## config.mk

```make
export PLATFORM = sky130hd
export DESIGN_NAME = gpio_ctrl_arb
export DESIGN_NICKNAME = d
export VERILOG_FILES = /design/src/rtl/gpio_ctrl_arb.sv
export SDC_FILE = /design/constraint.sdc
export NUM_CORES = 1
export LEC_CHECK = 0
export CAP_MARGIN = 40
export CORE_MARGIN = 1
export CORE_UTILIZATION = 40
export CTS_CLUSTER_DIAMETER = 100
export DETAILED_ROUTE_END_ITERATION = 8
export PLACE_DENSITY = 0.81
export SLEW_MARGIN = 25
export SYNTH_ARGS = -nofsm -noshare
export SYNTH_HDL_FRONTEND = slang
export SYNTH_SLANG_ARGS = --single-unit
```

## constraint.sdc

```tcl
create_clock -name clk -period 4.52 [get_ports clk]
set_clock_uncertainty 0.2 [all_clocks]
set_input_delay 0.904 -clock clk [delete_from_list [all_inputs] [get_ports clk]]
set_output_delay 0.904 -clock clk [all_outputs]
set_load 0.05 [all_outputs]
```

## src/rtl/gpio_ctrl_arb.sv

```systemverilog
// Two-requester arbiter in front of a GPIO slave. Keeps shadow copies of the
// slave data_out/data_dir registers so masked writes need no read-back.
module gpio_ctrl_arb #(
  parameter int unsigned PRIO_FIXED = 0
) (
  input  logic        clk,
  input  logic        reset_n,
  input  logic [1:0]  req_valid,
  input  logic [1:0]  req_op0,
  input  logic [1:0]  req_op1,
  input  logic [31:0] req_mask0,
  input  logic [31:0] req_mask1,
  input  logic [31:0] req_data0,
  input  logic [31:0] req_data1,
  output logic [1:0]  req_ready,
  output logic        rsp_valid,
  output logic        rsp_id,
  output logic [31:0] rsp_data,
  output logic [1:0]  m_address,
  output logic        m_chipselect,
  output logic        m_write_n,
  output logic [31:0] m_writedata,
  input  logic [31:0] m_readdata
);

  typedef enum logic [2:0] {
    ST_IDLE,
    ST_WRITE,
    ST_READ,
    ST_READ_WAIT,
    ST_DONE
  } state_t;

  localparam logic [1:0] OP_WR_OUT = 2'b01;

  state_t      r_state;
  logic        r_last_grant;
  logic        r_id;
  logic [1:0]  r_op;
  logic [31:0] r_sh_out;
  logic [31:0] r_sh_dir;

  logic        w_win;
  logic        w_accept;
  logic [1:0]  w_op;
  logic [31:0] w_mask;
  logic [31:0] w_data;
  logic        w_is_write;
  logic [31:0] w_shadow;
  logic [31:0] w_merged;

  // NOTE: every signal assigned in always_comb gets a default first so no
  // path through the block can leave it unassigned and infer a latch.
  always_comb begin
    w_win = 1'b0;
    if (PRIO_FIXED != 0)
      w_win = ~req_valid[0];
    else if (&req_valid)
      w_win = ~r_last_grant;
    else
      w_win = req_valid[1];

    req_ready = 2'b00;
    if (r_state == ST_IDLE && (|req_valid))
      req_ready = w_win ? 2'b10 : 2'b01;
  end

  assign w_accept   = |(req_valid & req_ready);
  assign w_op       = w_win ? req_op1   : req_op0;
  assign w_mask     = w_win ? req_mask1 : req_mask0;
  assign w_data     = w_win ? req_data1 : req_data0;
  assign w_is_write = w_op[0] ^ w_op[1];
  assign w_shadow   = (w_op == OP_WR_OUT) ? r_sh_out : r_sh_dir;
  assign w_merged   = (w_shadow & ~w_mask) | (w_data & w_mask);

  // The merged write word is formed at accept time; the shadows cannot change
  // before the WRITE cycle, so the registered bus word is exact.
  // NOTE: sequential state uses non-blocking assignments only, so every
  // register samples pre-edge values regardless of statement order.
  always_ff @(posedge clk or negedge reset_n) begin
    if (!reset_n) begin
      r_state      <= ST_IDLE;
      r_last_grant <= 1'b1;
      r_id         <= 1'b0;
      r_op         <= 2'b00;
      r_sh_out     <= '0;
      r_sh_dir     <= '0;
      rsp_valid    <= 1'b0;
      rsp_id       <= 1'b0;
      rsp_data     <= '0;
      m_address    <= 2'd0;
      m_chipselect <= 1'b0;
      m_write_n    <= 1'b1;
      m_writedata  <= '0;
    end else begin
      case (r_state)
        ST_IDLE: begin
          if (w_accept) begin
            r_id         <= w_win;
            r_last_grant <= w_win;
            r_op         <= w_op;
            m_address    <= {1'b0, w_op[1]};
            m_chipselect <= 1'b1;
            m_write_n    <= ~w_is_write;
            m_writedata  <= w_is_write ? w_merged : '0;
            r_state      <= w_is_write ? ST_WRITE : ST_READ;
          end
        end
        ST_WRITE: begin
          if (r_op == OP_WR_OUT)
            r_sh_out <= m_writedata;
          else
            r_sh_dir <= m_writedata;
          rsp_data     <= m_writedata;
          rsp_valid    <= 1'b1;
          rsp_id       <= r_id;
          m_address    <= 2'd0;
          m_chipselect <= 1'b0;
          m_write_n    <= 1'b1;
          m_writedata  <= '0;
          r_state      <= ST_DONE;
        end
        ST_READ: begin
          r_state <= ST_READ_WAIT;
        end
        ST_READ_WAIT: begin
          rsp_data     <= m_readdata;
          rsp_valid    <= 1'b1;
          rsp_id       <= r_id;
          m_address    <= 2'd0;
          m_chipselect <= 1'b0;
          m_write_n    <= 1'b1;
          r_state      <= ST_DONE;
        end
        ST_DONE: begin
          rsp_valid <= 1'b0;
          r_state   <= ST_IDLE;
        end
        default: begin
          r_state <= ST_IDLE;
        end
      endcase
    end
  end

endmodule

```

---- Yosys cells after proc, flatten, opt, wreduce, memory -nomap -nowiden ----
Cells that the tools add are included.
storage, ports and cells
  register bits ........................... 141
  latch bits .............................. 0
  bits in writable memories ............... 0
  bits in read-only memories .............. 0
  input bits .............................. 168
  word-level logic and storage cells ...... 65
  memories ................................ 0
cells by class
  add/sub/neg operators ................... 0
  $mul .................................... 0
  div/mod/pow operators ................... 0
  $lt $le $gt $ge ......................... 0
  eq/ne operators ......................... 7
  shifts and indexed selects .............. 0
  mux-type cells .......................... 21
  bitwise operators ....................... 9
  reduce and logical (&&, ||, !) cells .... 15
operator list
  cell                  number
  $mux W32              5
  $pmux W32 S2          2
  $and A32 B32 Y32      2
  $not A32 Y32          1
  $or A32 B32 Y32       1
  $reduce_and A2 Y1     6
  $mux W2               5
  $pmux W3 S3           1
  $reduce_bool A2 Y1    4
  $eq A3 B2 Y1 const B  2
  $pmux W1 S2           3
  $reduce_or A2 Y1      3
  $eq A2 B1 Y1 const B  2
  $pmux W2 S2           1
  $eq A3 B1 Y1 const B  1
  $eq A3 B3 Y1 const B  1
  $logic_not A3 Y1      1
  $mux W1               3
  $mux W3               1
  $not A1 Y1            3
  $and A2 B2 Y2         1
  $ne A2 B2 Y1 const B  1
  $logic_and A1 B1 Y1   1
  $xor A1 B1 Y1         1

---- Logic depth before layout (Yosys ltp) ----
Gate-level depths: netlist of run 1.
  depth in word-level cells ............... 10
  gate-level depth with buffers ........... 11
  gate-level depth less buffers ........... 7

---- Worst setup path before layout of run 1 ----
Ideal clock, no wire load.
  path kind ............................... in2out
  from .................................... input port req_valid[1]
  to ...................................... output port req_ready[1]
  arrival time ............................ 2.335 ns
  slack ................................... 1.081 ns
  stages on the path ...................... 4
  buffers on the path ..................... 2
  cell sequence ........................... a21bo_2 buf_6 buf_2 nor4_2
between the ends
  longest elaborated chain between the ends .. 4
  elaborated cells on any way between the ends .. 6
RTL lines
  element            RTL line  source
  from (decl)        8         input logic [1:0] req_valid,
  $reduce_and A2 Y1  58        else if (&req_valid)
  $mux W1            58
  $mux W2            65        req_ready = w_win ? 2'b10 : 2'b01;
  $mux W2 (*)        64        if (r_state == ST_IDLE && (|req_valid))
  to (decl)          15        output logic [1:0] req_ready,
Every way passes the cells marked *; elsewhere a longest branch is shown, timed or not.

---- Final worst setup path of run 1 ----
  from .................................... input port req_valid[0]
  to ...................................... output port req_ready[0]
The elaborated chain is that of the path after synthesis.

==> results of run 1 <==
-- worst paths after layout --
check	cells past startpoint	slack [ps]	to	startpoint
min in group clk	2	280	rsp_data[21]$_DFFE_PN0P_	rsp_data[21]$_DFFE_PN0P_
worst max-delay path	5	960	req_ready[0]	req_valid[0]
worst min register to register	2	280	rsp_data[21]$_DFFE_PN0P_	rsp_data[21]$_DFFE_PN0P_
worst min-delay path	1	140	rsp_data[16]$_DFFE_PN0P_	reset_n
worst max register to register	7	1630	m_writedata[17]$_DFFE_PN0P_	r_last_grant$_DFFE_PN1P_
max in group asynchronous	3	3050	r_sh_dir[31]$_DFFE_PN0P_	reset_n
-- cells by family (layout without fill, tap and decap cells) --
family,Yosys count,in the layout,synth area share [%]
other cells,1,1,0.0538
simple gates,185,185,13.2
fa+ha+maj,1,1,0.180
buf+inv,79,317,5.53
flops,140,140,50.3
mux,130,130,19.9
compound gates,107,107,10.8
-- state kept, by name, indices dropped and copies added (netlist names) --
| register | flops |
|---|---|
| m_address | 1 |
| m_chipselect | 1 |
| m_write_n | 1 |
| m_writedata | 32 |
| r_id | 1 |
| r_last_grant | 1 |
| r_op | 2 |
| r_sh_dir | 32 |
| r_sh_out | 32 |
| r_state | 3 |
| rsp_data | 32 |
| rsp_id | 1 |
| rsp_valid | 1 |
-- per-layer routing --
layer	track usage [%]	vias up
li1	-	2762
met1	28.1	2788
met2	37.7	174
met3	4.50	29
met4	8.84	0
met5	0	-
-- worst max-delay path: cells and delay by family --
kind / cells / cell delay [ps]
buffers and inverters: 2 / 770
and+or+nand+nor: 3 / 780
-- power by group --
| part | total [mW] | leakage (nW) | internal (mW) | switching [mW] |
|---|---|---|---|---|
| Clock | 1.33 | 0.268 | 0.821 | 0.506 |
| Sequential | 2.18 | 1.86 | 1.73 | 0.450 |
| Combinational | 3.14 | 2.40 | 1.27 | 1.87 |
| Total | 6.64 | 4.53 | 3.82 | 2.83 |
-- final cells by class --
class	count	area [sq um]	share of cell area, %
sequential	140	3510	34.6
multi-input combinational	424	3130	30.8
timing repair buffer	251	2540	25.1
clock buffer	24	462	4.56
tap	220	275	2.72
inverter	35	131	1.30
clock inverter	7	91.3	0.901
-- through the flow --
stage	utilization, %	instances	power [mW]	cell area (sq um)	setup slack (ps)
after floorplan	-	643	4.20	6970	1080
final	60.3	1101	6.64	10100	957
after detailed placement	56.8	1069	5.36	9550	713
after CTS	60.1	1100	6.71	10100	955
after global routing	60.3	1101	7.00	10100	896
after global placement	56.6	1068	5.24	9520	878
-- cells in the mapped netlist, types with 2 or more instances --
| master | count | area, sq um |
|---|---|---|
| dfrtp_1 | 138 | 3450 |
| nand2_1 | 104 | 390 |
| mux2i_1 | 65 | 651 |
| mux2_2 | 62 | 698 |
| inv_1 | 35 | 131 |
| nand3_1 | 33 | 165 |
| a31oi_1 | 32 | 200 |
| a32o_1 | 32 | 320 |
| nor3b_1 | 32 | 240 |
| o21ai_0 | 32 | 160 |
| buf_2 | 26 | 130 |
| clkbuf_1 | 10 | 37.5 |
| buf_6 | 7 | 78.8 |
| nor2_1 | 6 | 22.5 |
| a21oi_1 | 4 | 20.0 |
| a21o_1 | 3 | 22.5 |
| nand2b_1 | 3 | 18.8 |
| dfstp_2 | 2 | 52.6 |
| mux2_1 | 2 | 22.5 |
| nor3_1 | 2 | 10.0 |
==> impl_metrics.py, run 1 <==
metrics = {
    "run_status": {
        "status": "finished, final reports clean",
    },
    "power_and_ir_drop": {
        "p_leak_nw": 4.53,
        "power_density_nw_per_um2": 656,
        "ir_worst_vdd_mv": 0.372,
    },
    "global_routing": {
        "grt_max_degree": 87,
        "antenna_found_initial": 0,
        "grt_pass1_wl_um": 30700,
        "grt_overflow": 0,
        "track_usage_pct": 22.4,
        "grt_pass1_vias": 5880,
    },
    "clock_tree": {
        "cts_root_buf": "clkbuf_16",
        "cts_made_buffers": 17,
        "post-cts-setup-buffers": 0,
        "cts_hold_buf": 0,
        "h-tree-depth": 4,
        "clock-sinks": 140,
        "cts_resized": 0,
        "clock_latency_ps": 420,
        "tritoncts": "yes",
        "clk_pin_slew_ps": 60,
        "cts_buffer_depth": 2,
    },
    "worst_setup_path": {
        "cp_max_fo": 9,
        "crit_required_ps": 3420,
        "critPathMaxStageDelay_ps": 560,
        "path_cells": "clkdlybuf4s50_1 -> nor2_1 -> or4_4 -> nor2_1 -> buf_4",
        "crit_slowest_cell": "clkdlybuf4s50_1",
        "worst-setup-path-type": "in -> out",
        "endpoint_kind": "primary output",
        "arrival_ps": 2460,
        "cpMostUsedCell": "nor2_1",
        "crit_path_start_kind": "primary input",
    },
    "synth": {
        "yosys_register_bits": 140,
        "yosysSeqAreaShare_pct": 50.3,
        "synth_flop_cell": "dfrtp_1",
        "synth_cells": 643,
        "ys_async_sr_fraction_pct": 100,
        "synthesis.nets": 812,
        "synth_enable_flop_cells": 0,
        "syn_area_sq_um": 6970,
        "syn_area_per_cell_sq_um": 10.8,
        "ys_warn_count": 0,
        "ys_types": 33,
    },
    "timing": {
        "fmax_mhz": 281,
        "setup_viol": 0,
        "tns_ps": 0,
        "drv_slew": 0,
        "hold_slack_ps": 142,
        "relSlewSlack_pct": 50.3,
        "worst_slew_pin_slew_ps": 745,
        "fin_crit_ps": 3560,
        "hold_viol": 0,
        "rsz0062_at_grt": "no",
        "post-route-period-util_pct": 78.8,
    },
    "finish": {
        "num-nets-final": 1038,
        "syn2layout_area_growth_pct": 45.4,
        "final_cell_mix": "235 x clkdlybuf4s50_1, 137 x dfrtp_1, 104 x nand2_1",
        "final_common_cell": "clkdlybuf4s50_1",
        "fill_cells": 1423,
        "diodes": 0,
        "drive_gt1_share_pct": 13.5,
    },
    "detailed_routing": {
        "route.detailed.drc": 0,
        "wl_per_cell_um": 17.7,
        "drt_iter0_drc": 252,
        "firstDrtPassIters": 4,
        "top_layer_used": "met4",
        "wl_met2_um": 9640,
        "postRouteAntennaNets": 0,
        "wl_met1_um": 8390,
        "met3_length_um": 1030,
        "vias_per_cell": 5.23,
        "wirelength_um": 19500,
        "vias": 5753,
    },
    "placement": {
        "gp_congestion": 0.828,
        "portBuffers": 238,
        "hpwl_um": 13300,
    },
    "hold_path": {
        "hp-class": "in -> async",
    },
    "die": {
        "die_h_um": 134,
        "fp.dieW_um": 134,
        "core_area_sq_um": 16800,
        "initial_utilization_pct": 41.4,
        "dieArea_sq_um": 18000,
        "rows": 47,
        "io_pins": 240,
    },
    "job": {
        "cap_violations": 0,
    },
}
Note: power is estimated with default switching activity, not from simulation.
==> inputs of run 2 (changes only) <==
Settings changed: PLACE_DENSITY 0.81 to 0.84.
Clock period 4.52 ns to 2.9 ns, I/O delays scaled along.
==> impl_metrics.py, run 2 (synthesized netlist as in run 1, its figures left out) <==
metrics = {
    "worst_setup_path": {
        "crit_required_ps": 2120,
        "cp_max_fo": 2,
        "crit_slowest_cell": "clkdlybuf4s50_1",
        "critPathBufInv": 3,
        "critPathMaxStageDelay_ps": 480,
        "path_delay_family": "buffers and inverters",
        "r2r-start": "r_last_grant$_DFFE_PN1P_",
        "worst-setup-path-type": "in -> out",
        "cp-startpoint": "req_valid[1]",
        "crit_path_start_kind": "primary input",
        "arrival_ps": 2030,
        "path_cells": "clkdlybuf4s50_1 -> buf_4 -> nor2_1 -> or4_4 -> nor2_1 -> buf_12",
        "endpoint_kind": "primary output",
        "cpMostUsedCell": "nor2_1",
    },
    "job": {
        "cap_violations": 0,
    },
    "clock_tree": {
        "cts_buffer_depth": 2,
        "post-cts-setup-buffers": 0,
        "tritoncts": "yes",
        "cts_root_buf": "clkbuf_16",
        "cts_made_buffers": 17,
        "clock-sinks": 140,
        "h-tree-depth": 4,
        "clk_pin_slew_ps": 50,
        "cts_resized": 0,
        "clock_latency_ps": 420,
        "cts_hold_buf": 1,
    },
    "timing": {
        "fin_crit_ps": 2810,
        "worst_slew_pin_slew_ps": 702,
        "relSlewSlack_pct": 53.2,
        "setup_viol": 0,
        "rsz0062_at_grt": "no",
        "post-route-period-util_pct": 96.7,
        "fmax_mhz": 356,
        "hold_viol": 0,
        "worst_slack_ps": 94.7,
        "drv_slew": 0,
    },
    "hold_path": {
        "hp-class": "reg -> reg",
        "min_from": "m_chipselect$_DFFE_PN0P_",
    },
    "placement": {
        "gp_congestion": 0.792,
        "post-place-ws_ps": -82.6,
        "portBuffers": 238,
        "place_inst": 1083,
        "hpwl_um": 13800,
    },
    "die": {
        "rows": 47,
        "initial_utilization_pct": 41.4,
        "core_area_sq_um": 16800,
        "dieArea_sq_um": 18000,
        "io_pins": 240,
        "fp.dieW_um": 134,
        "die_h_um": 134,
    },
    "finish": {
        "final_cell_mix": "235 x clkdlybuf4s50_1, 137 x dfrtp_1, 104 x nand2_1",
        "num-nets-final": 1052,
        "fill_cells": 1388,
        "seq_area_sq_um": 3510,
        "finalNonFillerCells": 1116,
        "multi_input_area_sq_um": 3120,
        "final_common_cell": "clkdlybuf4s50_1",
        "drive_gt1_share_pct": 15.3,
        "syn2layout_area_growth_pct": 47.5,
        "diodes": 0,
    },
    "run_status": {
        "status": "finished, final reports clean",
    },
    "global_routing": {
        "track_usage_pct": 22.6,
        "grt_pass1_vias": 6105,
        "grt_max_degree": 61,
        "grt_pass1_wl_um": 31400,
        "grt_overflow": 0,
        "antenna_found_initial": 0,
    },
    "power_and_ir_drop": {
        "power_density_nw_per_um2": 1030,
        "ir_worst_vdd_mv": 0.649,
        "p_leak_nw": 4.61,
    },
    "detailed_routing": {
        "route.detailed.drc": 0,
        "firstDrtPassIters": 4,
        "drt_iter0_drc": 243,
        "vias_per_cell": 5.29,
        "wirelength_um": 19700,
        "vias": 5900,
        "postRouteAntennaNets": 0,
        "wl_per_cell_um": 17.6,
    },
}
==> run 2: through the flow <==
stage                     hold WS (ps)  utilization, %  instance area (sq um)  TNS, ps  power (mW)
final                              275            61.1                  10300        0        10.6
after global routing               294            61.1                  10300        0        11.2
after CTS                          282            61.1                  10300        0        10.7
after global placement             259            57.5                   9670        0        8.28
after detailed placement           266            57.5                   9670    -1720        8.43
after floorplan                   84.4               -                   6970        0        6.54
==> run 2: area by class of cell <==
| cell class | instances | area share (%) |
|---|---|---|
| clock buffer | 21 | 4.48 |
| clock inverter | 11 | 1.39 |
| inverter | 35 | 1.28 |
| multi-input combinational | 424 | 30.3 |
| sequential | 140 | 34.1 |
| tap | 220 | 2.68 |
| timing repair buffer | 265 | 25.7 |
==> run 2: final timing paths <==
kind                                                to  slack [ps]  depth (start not counted)
hold reg to reg               m_chipselect$_DFFE_PN0P_         280                          2
max in group asynchronous     r_last_grant$_DFFE_PN1P_        1270                          3
setup / recovery                          req_ready[0]          90                          6
min in group asynchronous     rsp_data[14]$_DFFE_PN0P_         470                          2
hold / removal                m_chipselect$_DFFE_PN0P_         280                          2
setup reg to reg           m_writedata[13]$_DFFE_PN0P_         450                          6
==> run 2: worst min-delay path: stages (launching register included) <==
cell and delay [ps]:
dfrtp_1 340, nand2_1 50, nand2_1 50
==> run 2: metal layers <==
layer / share of wire (%) / GRT usage (%)
met1: 43 / 27.8
met2: 49 / 38.6
met3: 6.2 / 4.88
met4: 2.1 / 8.96
met5: 0 / 0
==> run 2: power breakdown <==
part           internal, mW  switching, mW
sequential             2.69          0.647
combinational          2.05           3.00
clock                  1.39          0.826
total                  6.13           4.47
==> inputs of run 3 (changes only) <==
Settings changed: CORE_UTILIZATION 40 to 41, PLACE_DENSITY 0.84 to 0.85.
==> impl_metrics.py, run 3 (synthesized netlist as in run 1, its figures left out) <==
metrics = {
    "global_routing": {
        "track_usage_pct": 22.5,
        "grt_pass1_wl_um": 30900,
        "antenna_found_initial": 0,
        "grt_max_degree": 65,
        "grt_pass1_vias": 6069,
        "grt_overflow": 0,
    },
    "hold_path": {
        "hp-class": "reg -> reg",
        "min_from": "rsp_data[12]$_DFFE_PN0P_",
        "whs_path_depth": 2,
        "min_to": "rsp_data[12]$_DFFE_PN0P_",
    },
    "clock_tree": {
        "tritoncts": "yes",
        "clock-sinks": 140,
        "clk_pin_slew_ps": 60,
        "h-tree-depth": 4,
        "cts_made_buffers": 17,
        "cts_buffer_depth": 2,
        "cts_resized": 0,
        "cts_root_buf": "clkbuf_16",
        "clock_latency_ps": 420,
        "post-cts-setup-buffers": 0,
    },
    "timing": {
        "worst_slew_pin_slew_ps": 713,
        "hold_viol": 0,
        "fin_crit_ps": 2800,
        "tns_ps": 0,
        "setup_viol": 0,
        "hold_slack_ps": 278,
        "rsz0062_at_grt": "no",
        "fmax_mhz": 357,
        "post-route-period-util_pct": 96.6,
        "drv_slew": 0,
        "relSlewSlack_pct": 52.5,
    },
    "worst_setup_path": {
        "reg2reg_slack_ps": 430,
        "rr_endpoint": "m_writedata[31]$_DFFE_PN0P_",
        "worst-setup-path-type": "in -> out",
        "crit_required_ps": 2120,
        "cp_max_fo": 2,
        "crit_path_start_kind": "primary input",
        "reg2regPathDepth": 6,
        "r2r-start": "r_last_grant$_DFFE_PN1P_",
        "arrival_ps": 2020,
        "endpoint_kind": "primary output",
    },
    "die": {
        "die_h_um": 132,
        "io_pins": 240,
        "fp.dieW_um": 132,
        "rows": 47,
        "dieArea_sq_um": 17500,
        "initial_utilization_pct": 42.0,
        "core_area_sq_um": 16600,
    },
    "placement": {
        "gp_congestion": 0.776,
        "hpwl_um": 13400,
        "place_area_sq_um": 9710,
        "portBuffers": 238,
    },
    "finish": {
        "diodes": 0,
        "fill_cells": 1357,
        "utilization_pct": 62.5,
        "stdcell_area_sq_um": 10400,
        "multi_input_area_sq_um": 3120,
        "drive_gt1_share_pct": 15.5,
        "syn2layout_area_growth_pct": 48.8,
        "final_cell_mix": "235 x clkdlybuf4s50_1, 137 x dfrtp_1, 104 x nand2_1",
        "seq_area_sq_um": 3510,
        "num-nets-final": 1053,
        "final_common_cell": "clkdlybuf4s50_1",
    },
    "detailed_routing": {
        "wl_per_cell_um": 17.0,
        "wirelength_um": 19000,
        "vias_per_cell": 5.18,
        "route.detailed.drc": 0,
        "drt_iter0_drc": 238,
        "postRouteAntennaNets": 0,
        "firstDrtPassIters": 4,
        "vias": 5783,
    },
    "job": {
        "cap_violations": 0,
    },
    "power_and_ir_drop": {
        "ir_worst_vdd_mv": 0.678,
        "p_leak_nw": 4.65,
        "power_density_nw_per_um2": 1030,
    },
    "run_status": {
        "status": "finished, final reports clean",
    },
}
## run 3: changes by cell type in the layout (fill, tap and decap cells not counted), sizes merged
cell | previous run | this run
buf | 29 | 30
clkinvlp | 2 | 0
bufinv | 3 | 4
clkbuf | 21 | 22
## run 3: cell type report
type / instances / share of cell area, %
Clock buffer: 22 / 4.67
Multi-Input combinational cell: 424 / 30.1
Inverter: 35 / 1.27
Timing Repair Buffer: 266 / 26.0
Tap cell: 220 / 2.66
Sequential cell: 140 / 33.8
Clock inverter: 10 / 1.56
## run 3: worst max-delay path by stage
stage | start | slack, ps | depth (start not counted) | end
floorplan | req_valid[1] | 110 | 4 | req_ready[1]
global placement | req_valid[1] | 9 | 8 | m_writedata[16]$_DFFE_PN0P_
detailed placement | req_valid[0] | -120 | 7 | m_writedata[31]$_DFFE_PN0P_
CTS | req_valid[1] | 100 | 6 | req_ready[0]
global route | req_valid[1] | 40 | 6 | req_ready[0]
finish | req_valid[1] | 100 | 6 | req_ready[0]
## run 3: routing by layer
metal / part of all wire [%] / track usage [%]
met1: 43 / 27.6
met2: 50 / 38.4
met3: 6.1 / 5.27
met4: 1.6 / 8.43
met5: 0 / 0
## run 3: per-stage QoR
| step | power (mW) | setup slack [ps] | std cells |
|---|---|---|---|
| global route | 11.3 | 44.3 | 1117 |
| detailed placement | 8.43 | -116 | 1084 |
| CTS | 10.8 | 95.3 | 1117 |
| global placement | 8.29 | 9.11 | 1084 |
| finish | 10.7 | 98.7 | 1117 |
| floorplan | 6.54 | 109 | 643 |
## run 3: timing repair
| item | CTS | global route |
|---|---|---|
| endpoints found under the hold margin | 54 | 0 |
| hold buffers | 1 | 0 |
| setup endpoints to repair | 0 | 0 |
## run 3: power breakdown
| group | switching, mW | total (mW) | internal (mW) |
|---|---|---|---|
| Clock | 0.827 | 2.36 | 1.53 |
| Sequential | 0.633 | 3.32 | 2.69 |
| Combinational | 2.98 | 5.04 | 2.07 |
## run 3: critical path, stage by stage
cell and delay, ps:
clkdlybuf4s50_1 480, buf_4 110, nor2_1 50, or4_4 420
nor2_1 200, buf_12 170
